## config.mk

```make
export PLATFORM = sky130hd
export DESIGN_NAME = pipeline_fetch
export DESIGN_NICKNAME = d
export VERILOG_FILES = /design/src/rtl/pipeline_pkg.sv /design/src/rtl/fetch_queue.sv /design/src/rtl/pipeline_fetch.sv
export SDC_FILE = /design/constraint.sdc
export NUM_CORES = 1
export LEC_CHECK = 0
export CORE_UTILIZATION = 53
export CTS_CLUSTER_SIZE = 12
export DETAILED_ROUTE_END_ITERATION = 12
export PLACE_DENSITY = 0.84
export SYNTH_ARGS = -nofsm -noshare
export SYNTH_HDL_FRONTEND = slang
export SYNTH_HIERARCHICAL = 1
export SYNTH_SLANG_ARGS = --single-unit
```

## constraint.sdc

```tcl
create_clock -name clk -period 17.6 [get_ports clk]
set_input_delay 5.28 -clock clk [delete_from_list [all_inputs] [get_ports clk]]
set_output_delay 5.28 -clock clk [all_outputs]
set_load 0.05 [all_outputs]
```

## src/rtl/pipeline_pkg.sv

```systemverilog
// Shared types for the fetch stage: FSM state encoding, queue entry layout
// and the full-word read mask.
package pipeline_pkg;

  typedef enum logic [1:0] {
    RUN,
    WAIT,
    SQUASH
  } fetch_state_t;

  typedef struct packed {
    logic [31:0] pc;
    logic [31:0] inst;
  } fetch_entry_t;

  localparam logic [3:0] INST_RMASK = 4'hF;

endpackage

```

## src/rtl/fetch_queue.sv

```systemverilog
// Synchronous FIFO of fetch entries (PC + instruction) feeding decode.
// Flush clears occupancy and pointers in one cycle; the head is read combinationally.
module fetch_queue
  import pipeline_pkg::*;
#(
  parameter int DEPTH = 2
) (
  input  logic                     clk,
  input  logic                     rst,
  input  logic                     flush,
  input  logic                     push,
  input  logic                     pop,
  input  fetch_entry_t             wdata,
  output fetch_entry_t             rdata,
  output logic [$clog2(DEPTH):0]   count
);

  localparam int PW = $clog2(DEPTH);

  fetch_entry_t   mem [DEPTH];
  logic [PW-1:0]  wr_ptr;
  logic [PW-1:0]  rd_ptr;

  always_ff @(posedge clk) begin
    if (rst || flush) begin
      wr_ptr <= '0;
      rd_ptr <= '0;
      count  <= '0;
    end else begin
      if (push) wr_ptr <= wr_ptr + 1'b1;
      if (pop)  rd_ptr <= rd_ptr + 1'b1;
      count <= count + {{PW{1'b0}}, push} - {{PW{1'b0}}, pop};
    end
  end

  // Storage needs no reset; occupancy alone decides what is valid.
  always_ff @(posedge clk) begin
    if (push && !flush && !rst) mem[wr_ptr] <= wdata;
  end

  assign rdata = mem[rd_ptr];

endmodule

```

## src/rtl/pipeline_fetch.sv

```systemverilog
// Instruction-fetch stage: one outstanding imem read, queue of fetched words, redirect squash.
// Optional macro FETCH_PERF_EN adds stall-cycle and squashed-response counters.
//
// state  | meaning
// RUN    | nothing outstanding
// WAIT   | request outstanding, response wanted
// SQUASH | request outstanding, response to be discarded
module pipeline_fetch
  import pipeline_pkg::*;
#(
  parameter int QUEUE_DEPTH = 2
) (
  input  logic        clk,
  input  logic        rst,
  input  logic [31:0] pc,
  input  logic        mispredict_br_en,
  output logic        fetch_stall,
  output logic [31:0] imem_addr,
  output logic [3:0]  imem_rmask,
  input  logic [31:0] imem_rdata,
  input  logic        imem_resp,
  output logic        id_valid,
  input  logic        id_ready,
  output logic [31:0] id_pc,
  output logic [31:0] id_inst
`ifdef FETCH_PERF_EN
  ,
  output logic [31:0] perf_stall_cycles,
  output logic [31:0] perf_squashed
`endif
);

  localparam int CW = $clog2(QUEUE_DEPTH) + 1;

  fetch_state_t  state;
  fetch_state_t  state_next;
  logic [31:0]   out_pc;
  logic [CW-1:0] count;
  logic [CW:0]   count_next;
  logic          push;
  logic          pop;
  logic          issue;
  fetch_entry_t  head;
  fetch_entry_t  wentry;

  assign push       = imem_resp & (state == WAIT) & ~mispredict_br_en;
  assign id_valid   = ~rst & (count != '0) & ~mispredict_br_en;
  assign pop        = id_valid & id_ready;
  assign count_next = {1'b0, count} + {{CW{1'b0}}, push} - {{CW{1'b0}}, pop};

  // The issued request's slot is reserved by comparing the post-update occupancy.
  assign issue = ~rst & ~mispredict_br_en
               & ((state == RUN) | ((state == WAIT) & imem_resp))
               & (count_next < (CW+1)'(QUEUE_DEPTH));

  assign fetch_stall = rst | (~issue & ~mispredict_br_en);
  assign imem_addr   = pc;
  assign imem_rmask  = issue ? INST_RMASK : 4'h0;
  assign wentry      = '{pc: out_pc, inst: imem_rdata};
  assign id_pc       = head.pc;
  assign id_inst     = head.inst;

  always_comb begin
    state_next = state;
    case (state)
      RUN:     if (issue) state_next = WAIT;
      WAIT: begin
        if (mispredict_br_en)  state_next = imem_resp ? RUN : SQUASH;
        else if (imem_resp)    state_next = issue ? WAIT : RUN;
      end
      SQUASH:  if (imem_resp) state_next = RUN;
      default: state_next = RUN;
    endcase
  end

  always_ff @(posedge clk) begin
    if (rst) begin
      state  <= RUN;
      out_pc <= '0;
    end else begin
      state <= state_next;
      if (issue) out_pc <= pc;
    end
  end

  always @(posedge clk) begin
    if (!rst) assert (!((state == RUN) && imem_resp));
  end

  fetch_queue #(.DEPTH(QUEUE_DEPTH)) u_queue (
    .clk   (clk),
    .rst   (rst),
    .flush (mispredict_br_en),
    .push  (push),
    .pop   (pop),
    .wdata (wentry),
    .rdata (head),
    .count (count)
  );

`ifdef FETCH_PERF_EN
  logic drop;
  assign drop = imem_resp & ((state == SQUASH) | ((state == WAIT) & mispredict_br_en));

  always_ff @(posedge clk) begin
    if (rst) begin
      perf_stall_cycles <= '0;
      perf_squashed     <= '0;
    end else begin
      if (fetch_stall) perf_stall_cycles <= perf_stall_cycles + 32'd1;
      if (drop)        perf_squashed     <= perf_squashed + 32'd1;
    end
  end
`endif

endmodule

```

== After elaboration in Yosys (flattened, before gate mapping) ==
Memories as Yosys holds them, arrays and structs flattened. A register that Yosys moved wholly into a read port is not among the register bits.
Index checks and enable logic that the tools add are counted.
Operators by class
  add/subtract/negate cells: 6
  $mul: 0
  divide/modulo/power cells: 0
  order comparisons: 1
  eq/ne operators: 5
  shifts and indexed selects: 0
  mux-type cells: 12
  bitwise gates (word level): 14
  reduce and logical (&&, ||, !) cells: 8
Operator list (count)
  $mux 2: 5
  $and 1x1->1: 9
  $pmux 2 s3: 1
  $mux 1: 5
  $mux 4: 1
  $ne 2x2->1 const B: 2
  $add 2x1->3: 1
  $lt 3x2->1 const B: 1
  $ne 3x3->1 const B: 1
  $not 1->1: 3
  $reduce_and 3->1: 1
  $sub 3x1->3: 1
  $add 1x1->1 const B: 2
  $add 2x1->2: 1
  $eq 2x1->1 const B: 1
  $eq 2x2->1 const B: 1
  $logic_and 1x1->1: 2
  $logic_not 1->1: 2
  $logic_not 2->1: 1
  $or 1x1->1: 2
  $reduce_bool 2->1: 1
  $sub 2x1->2: 1
  $logic_or 1x1->1: 1
Word-level totals
  register bits: 38
  bits in latches: 0
  RAM bits: 128
  bits in read-only memories: 0
  input port bits: 69
  output and inout port bits: 102
  memories: 1
Memory list
  u_queue.mem: depth 2, bits a word 64, rd ports 1, clocked after memory_dff 1, write ports 1, line fetch_queue.sv:20  | fetch_entry_t mem [DEPTH];

== Depth between registers and ports, before layout ==
Gate-level depths: netlist of run 1.
  depth after elaboration: 11
  gate-level depth with buffers: 11

== Cells and area by module ==
The synthesis of run 1 kept the hierarchy.
By module, submodules not included
  fetch_queue: times used 1, cells each 219, area each 5136.2 um^2, sequential area each 3943.8 um^2
  pipeline_fetch: times used 1, cells each 160, area each 1826.8 um^2, sequential area each 680.7 um^2

== Worst setup path before layout of run 1 ==
OpenSTA, ideal clock, no wires.
  path type: input-to-output
  start point: input rst
  end point: output fetch_stall
  arrival: 9.015 ns
  required time: 12.320 ns
  slack: 3.305 ns
  stages: 11
  cells stage by stage: clkbuf_1 > nor3_1 > and2_1 > ha_1 > nand2b_1 > fa_1 > xnor2_1 > nand4_4 > buf_6 > inv_1 > o21bai_1
Between the ends
  longest elaborated chain between the ends: 10
Ends and longest elaborated chain
  start, declared: line pipeline_fetch.sv:14  | input logic rst,
  $not 1->1: line pipeline_fetch.sv:47  | assign id_valid = ~rst & (count != '0) & ~mispredict_br_en;
  $and 1x1->1 (2 in a row): line pipeline_fetch.sv:47
  via id_valid: line pipeline_fetch.sv:22  | output logic id_valid,
  $and 1x1->1: line pipeline_fetch.sv:48  | assign pop = id_valid & id_ready;
  via pop: line pipeline_fetch.sv:41  | logic pop;
  $sub 3x1->3: line pipeline_fetch.sv:49  | assign count_next = {1'b0, count} + {{CW{1'b0}}, push} - {{CW{1'b0}}, pop};
  $lt 3x2->1: line pipeline_fetch.sv:54  | & (count_next < (CW+1)'(QUEUE_DEPTH));
  $and 1x1->1: line pipeline_fetch.sv:54
  via issue: line pipeline_fetch.sv:42  | logic issue;
  $not 1->1: line pipeline_fetch.sv:56  | assign fetch_stall = rst | (~issue & ~mispredict_br_en);
  $and 1x1->1: line pipeline_fetch.sv:56
  $or 1x1->1: line pipeline_fetch.sv:56
  end, declared: line pipeline_fetch.sv:17  | output logic fetch_stall,
The timed path passes the listed nets, and every way through them passes these cells.

== Worst setup path in the final report of run 1 ==
  start point: input mispredict_br_en
  end point: output imem_rmask[2]
Between the ends
  longest elaborated chain between the ends: 7
Ends and longest elaborated chain
  start, declared: line pipeline_fetch.sv:16  | input logic mispredict_br_en,
  $not 1->1: line pipeline_fetch.sv:47
  $and 1x1->1: line pipeline_fetch.sv:47
  $and 1x1->1: line pipeline_fetch.sv:48
  via pop: line pipeline_fetch.sv:41
  $sub 3x1->3: line pipeline_fetch.sv:49
  $lt 3x2->1: line pipeline_fetch.sv:54
  $and 1x1->1: line pipeline_fetch.sv:54
  $mux 4: line pipeline_fetch.sv:58  | assign imem_rmask = issue ? INST_RMASK : 4'h0;
  end, declared: line pipeline_fetch.sv:19  | output logic [3:0] imem_rmask,
The timed path passes the listed nets, and every way through them passes these cells.

==> results of run 1 <==
sequential cells by signal (all words and copies together) (netlist names), named ones only:
name	flops
u_queue/mem	128
state	2
u_queue/wr_ptr	1
u_queue/rd_ptr	1
out_pc	32
u_queue/count	2
logic make-up (layout without fill, tap and decap cells):
group	after synthesis	count (layout)	synth area share (%)
buf+inv	53	209	6.63
xor+xnor	4	4	0.701
simple gates	52	52	4.74
mux	97	97	20.5
compound gates	2	2	0.216
fa+ha+maj	4	4	0.827
flops	167	167	66.4
synthesized netlist by cell type, drive strengths merged:
master	number	area, um2
mux2i	1	10.0
nand3	1	5.00
and2	2	12.5
nor2	3	11.3
clkbuf	3	11.3
dfxtp	39	781
xnor2	3	26.3
o21bai	1	7.51
and2b	4	30.0
fa	1	20.0
a21boi	1	7.51
inv	4	15.0
nor4	1	6.26
ha	3	37.5
nand2	1	3.75
edfxtp	128	3840
nor2b	29	181
nand4	1	21.3
nand2b	2	12.5
xnor3	1	22.5
buf	46	435
nor3	7	40.0
mux2	96	1420
and3	1	6.26
cells in the final DEF (no fill, tap or decap), drive strengths merged, types with 3 or more instances in the layout:
cell,n
clkdlybuf4s50,169
edfxtp,128
mux2,96
dfxtp,39
nor2b,29
clkbuf,21
nor3,7
inv,6
clkinv,6
and2b,4
buf,4
xnor2,3
nor2,3
ha,3
power breakdown:
part           switching, W  leakage, nW  internal (W)
Sequential       0.00000471         1.47      0.000432
Clock              0.000142        0.296      0.000225
Combinational     0.0000353         1.59     0.0000358
routing by layer:
layer  vias up  share of wire (%)  global-route usage, %
li1       1644                  -                      -
met5         -                  0                      0
met3        17                7.6                   6.64
met1      1649                 41                   20.1
met4         0                1.4                   7.43
met2       126                 50                   31.3
how the worst max path moves through the flow:
stage,from,end
final,mispredict_br_en,imem_rmask[2]
after global placement,mispredict_br_en,imem_rmask[0]
after floorplan,rst,fetch_stall
after global routing,mispredict_br_en,imem_rmask[2]
after detailed placement,mispredict_br_en,imem_rmask[2]
after CTS,mispredict_br_en,imem_rmask[2]
layout make-up:
type                            count  area [um2]
Clock inverter                     11         119
Timing Repair Buffer              173        1720
Sequential cell                   167        4630
Fill cell                         839        3660
Multi-Input combinational cell    159        1880
Tap cell                          172         215
Clock buffer                       21         482
Inverter                            4        15.0
stage by stage:
step           area [um2]  setup slack, ns  std cells  hold slack [ns]  util, %
2_1_floorplan        6960             3.30        379            0.418        -
3_3_place_gp         8460             2.96        675            0.424     66.5
3_5_place_dp         8460             2.85        675            0.432     66.5
4_1_cts              9060             2.84        707            0.450     71.2
5_1_grt              9060             2.58        707            0.458     71.2
6_report             9060             2.89        707            0.448     71.2
critical path: stages:
cell	delay (ns)
clkdlybuf4s50_1	0.60
nor3_1	0.30
and2_1	0.22
ha_1	0.24
nand2b_1	0.15
fa_1	0.39
xnor2_1	0.30
nand4_4	0.71
inv_1	0.38
clkdlybuf4s50_1	0.86
==> flow_summary_export.csv, run 1 <==
group,metric,value,unit
timing,final_max_slew_viol_count,0,
timing,setup_viol,0,
routing,viasPerCell,4.86,
timing,fin_crit_sh,83.6,%
outcome,status,"finished, final reports clean",
routing,drt-pass1-iter-count,4,
critical_path,critical_path_required,12.32,ns
floorplan,boundaryPins,171,
floorplan,initial_core_util,54.7,%
global_route,grt_first_pass_wirelength,17800,um
hold_path,hold_class,"flip-flop to flip-flop",
placement,portBuffers,170,
floorplan,rows,41,
global_route,overflow,0,
synth,synthesis.area,6960,um2
finish,drive_gt1_share,25.2,%
synth,yosysWarnings,6,
hold_path,holdCritStartpoint,"out_pc[20]$_SDFFE_PP0P_",
global_route,grt_max_degree,65,
timing,slew_headroom,21.4,%
routing,ant_nets,0,
finish,nNetsFinal,595,
timing,max_freq,0.0680,GHz
critical_path,end_kind,"output port",
global_route,grtUsageTotal,18.0,%
power_and_ir_drop,power.total,0.000875,W
critical_path,r2r-end,"out_pc[4]$_SDFFE_PP0P_",
routing,wl_per_cell,16.7,um
global_route,antenna_found_initial,0,
global_route,grt_pass1_vias,3582,
routing,drtIter0Drc,142,
power_and_ir_drop,peakVddDrop,0.0524,mV
synth,synth.avg_cell_area,18.4,um2
cts,cts_sinks,167,
cts,post_cts_buffers,0,
timing,period_needed,14.71,ns
floorplan,die-area,13600,um2
cts,cts_buffer_depth,2,
synth,ys_ff_latch,167,
cts,cts_buffers,17,
critical_path,critPathLaunchType,"input port",
cts,cts_htree_levels,4,
critical_path,ff2ff_path_depth,9,
floorplan,die_y,117,um
cts,cts_resized,0,
timing,finalHoldViolations,0,
timing,rsz0062_at_grt,"no",
critical_path,r2r-start,"u_queue/count[1]$_SDFF_PP0_",
cts,cts_tree,"yes",
cts,clk_latency,0.41,ns
timing,worst_pin_slew,1.18,ns
finish,area_delta_synth_final,30.2,%
timing,finalSetupTns,0,ns
power_and_ir_drop,power.density,96.5,nW/um2
cts,ctsHoldBuffers,0,
critical_path,reg2reg_slack,14.18,ns
routing,drc_errors,0,
critical_path,path_class,"input port to output port",
placement,dp_hpwl,7390,um
job,maxCapViolations,0,
routing,vias,3436,
hold_path,whs_path_depth,0,
cts,cts_root_buf,"clkbuf_16",
cts,path_clk_slew,0.06,ns
floorplan,die_w,117,um
critical_path,cp.arrival,9.43,ns
synth,syn-instance-count,379,
placement,gp_congestion,0.750,
synth,synth_nets,452,
floorplan,design.core.area,12700,um2
critical_path,crit_fanout,33,
timing,clock_skew,0.00817,ns
synth,synthDistinctLibCells,28,
synth,synth_seq_area_share,66.4,%
routing,routed_wl,11800,um
finish,num_antenna_cells,0,
power_and_ir_drop,p_leak,3.35,nW
hold_path,whs_endpoint,"u_queue/mem[0][52]$_DFFE_PP_",
No activity file was read; power rests on OpenSTA's default activity.
==> inputs of run 2 (changes only) <==
--- a/config.mk
+++ b/config.mk
@@ -5,10 +5,10 @@
 export SDC_FILE = /design/constraint.sdc
 export NUM_CORES = 1
 export LEC_CHECK = 0
-export CORE_UTILIZATION = 53
+export CORE_UTILIZATION = 49
 export CTS_CLUSTER_SIZE = 12
 export DETAILED_ROUTE_END_ITERATION = 12
-export PLACE_DENSITY = 0.84
+export PLACE_DENSITY = 0.78
 export SYNTH_ARGS = -nofsm -noshare
 export SYNTH_HDL_FRONTEND = slang
 export SYNTH_HIERARCHICAL = 1
==> constraint.sdc (replaced) <==
create_clock -name clk -period 14.75 [get_ports clk]
set_input_delay 4.425 -clock clk [delete_from_list [all_inputs] [get_ports clk]]
set_output_delay 4.425 -clock clk [all_outputs]
set_load 0.05 [all_outputs]
==> run 2 against run 1 <==
Net effect:
- core utilization decreased by 5.8 points
- register-to-register slack worse by 2.5 ns
- power is 19% higher
- sequential power grew 19%
- critical endpoint unchanged
- largest power group unchanged
==> flow_summary_export.csv, run 2 (synthesis results as in run 1) <==
group,metric,value,unit
finish,layout_common_cells,"169 x clkdlybuf4s50_1, 128 x edfxtp_1, 89 x mux2_4",
cts,cts_sinks,167,
timing,finalSetupTns,0,ns
global_route,grt_pass1_vias,3500,
power_and_ir_drop,p_sw,0.000219,W
floorplan,die-area,14700,um2
cts,cts_resized,0,
timing,rsz0062_at_grt,"no",
timing,final_max_slew_viol_count,0,
finish,drive_gt1_share,25.6,%
power_and_ir_drop,pwr-share-seq,50.3,%
floorplan,rows,43,
critical_path,end_kind,"output port",
placement,gp_congestion,0.727,
outcome,status,"finished, final reports clean",
critical_path,path_class,"input port to output port",
floorplan,boundaryPins,171,
cts,cts_tree,"yes",
cts,cts_buffer_depth,2,
finish,fillCellCount,974,
routing,routed_wl,11400,um
routing,viasPerCell,4.88,
timing,setup_viol,0,
hold_path,hold_class,"flip-flop to flip-flop",
floorplan,die_y,121,um
routing,vias,3492,
critical_path,reg2reg_slack,11.63,ns
finish,largest_reg_flops,128,
timing,period_needed,12.26,ns
timing,max_freq,0.0816,GHz
timing,worst_pin_slew,0.895,ns
power_and_ir_drop,peakVddDrop,0.0783,mV
hold_path,whs_endpoint,"u_queue/mem[0][55]$_DFFE_PP_",
critical_path,r2r-end,"out_pc[28]$_SDFFE_PP0P_",
routing,drt-pass1-iter-count,4,
cts,ctsHoldBuffers,0,
floorplan,die_w,121,um
critical_path,critical_path_required,10.32,ns
critical_path,critical_path.cell_chain,"clkdlybuf4s50_1 > nor3_1 > and2_1 > ha_1 > nand2b_1 > fa_1 > xnor2_1 > nand4_4 > inv_1 > clkdlybuf4s50_1",
critical_path,cpMostUsedCell,"clkdlybuf4s50_1",
critical_path,crit_fanout,11,
finish,final_common_cell,"clkdlybuf4s50_1",
timing,slew_headroom,40.4,%
global_route,antenna_found_initial,0,
global_route,overflow,0,
routing,wl_per_cell,16.0,um
timing,fin_crit_sh,83.1,%
power_and_ir_drop,switching_share,21.1,%
power_and_ir_drop,intPower,0.000818,W
routing,drc_errors,0,
critical_path,critPathMaxStageDelay,0.84,ns
global_route,grt_first_pass_wirelength,17400,um
hold_path,holdCritStartpoint,"out_pc[23]$_SDFFE_PP0P_",
routing,ant_nets,0,
finish,final_area,9080,um2
global_route,grt_max_degree,65,
floorplan,initial_core_util,50.2,%
finish,seqCellArea,4630,um2
placement,dp_hpwl,7240,um
critical_path,path_delay_family,"buffers and inverters",
timing,clock_skew,0.0171,ns
cts,cts_buffers,17,
critical_path,critPathLaunchType,"input port",
hold_path,whs_path_depth,0,
cts,path_clk_slew,0.06,ns
placement,portBuffers,170,
power_and_ir_drop,power.density,114,nW/um2
floorplan,design.core.area,13900,um2
finish,area_delta_synth_final,30.4,%
power_and_ir_drop,p_leak,3.37,nW
cts,post_cts_buffers,0,
timing,finalHoldViolations,0,
critical_path,r2r-start,"u_queue/count[1]$_SDFF_PP0_",
finish,nNetsFinal,596,
critical_path,ff2ff_path_depth,10,
critical_path,cp.arrival,7.83,ns
power_and_ir_drop,comb_power_share,8.2,%
cts,cts_root_buf,"clkbuf_16",
power_and_ir_drop,power_frac_clock,41.6,%
global_route,grtUsageTotal,16.1,%
job,maxCapViolations,0,
routing,drtIter0Drc,195,
placement,dpl_cell_area,8480,um2
critical_path,slowest_stage,"clkdlybuf4s50_1",
finish,top_regs,"u_queue/mem (128), out_pc (32)",
critical_path,path_buf_inv,3,
finish,multi_input_area,1880,um2
cts,clk_latency,0.43,ns
finish,regMostFlops,"u_queue/mem",
cts,cts_htree_levels,4,
finish,num_antenna_cells,0,
run 2: metrics by stage:
stage	power, W	hold slack (ns)	setup WS, ns	std cells	utilization [%]
global route	0.00107	0.451	2.26	716	65.4
detailed placement	0.000617	0.428	2.50	684	61.1
CTS	0.00105	0.445	2.49	716	65.4
finish	0.00104	0.443	2.49	716	65.4
floorplan	0.000586	0.418	2.16	379	-
global placement	0.000614	0.425	2.70	684	61.1
run 2: worst max-delay path by stage:
stage	slack, ns	from	depth (start not counted)	end
after floorplan	2.16	rst	11	fetch_stall
after CTS	2.49	mispredict_br_en	10	imem_rmask[2]
after global routing	2.26	mispredict_br_en	10	imem_rmask[2]
final	2.49	mispredict_br_en	10	imem_rmask[2]
after global placement	2.70	mispredict_br_en	10	imem_rmask[0]
after detailed placement	2.50	mispredict_br_en	10	imem_rmask[2]
run 2: power groups by stage:
stage               logic [W]  clock network [W]  registers, W
floorplan           0.0000558                  0      0.000530
global placement    0.0000836                  0      0.000530
detailed placement  0.0000853                  0      0.000531
CTS                 0.0000857           0.000439      0.000521
global route        0.0000889           0.000456      0.000522
finish              0.0000850           0.000431      0.000521
run 2: area by class of cell:
type                       count  area share (%)
sequential                   167            51.0
clock inverter                 9           0.593
multi-input combinational    159            20.8
tap                          180            2.48
timing repair buffer         174            19.0
clock buffer                  23            5.98
inverter                       4           0.165
run 2: routing by layer:
layer	vias up	global-route usage [%]	part of all wire, %
met5	-	0	0
met4	0	7.64	1.7
met3	17	4.79	5.9
met2	128	27.4	50
met1	1705	18.6	42
li1	1642	-	-
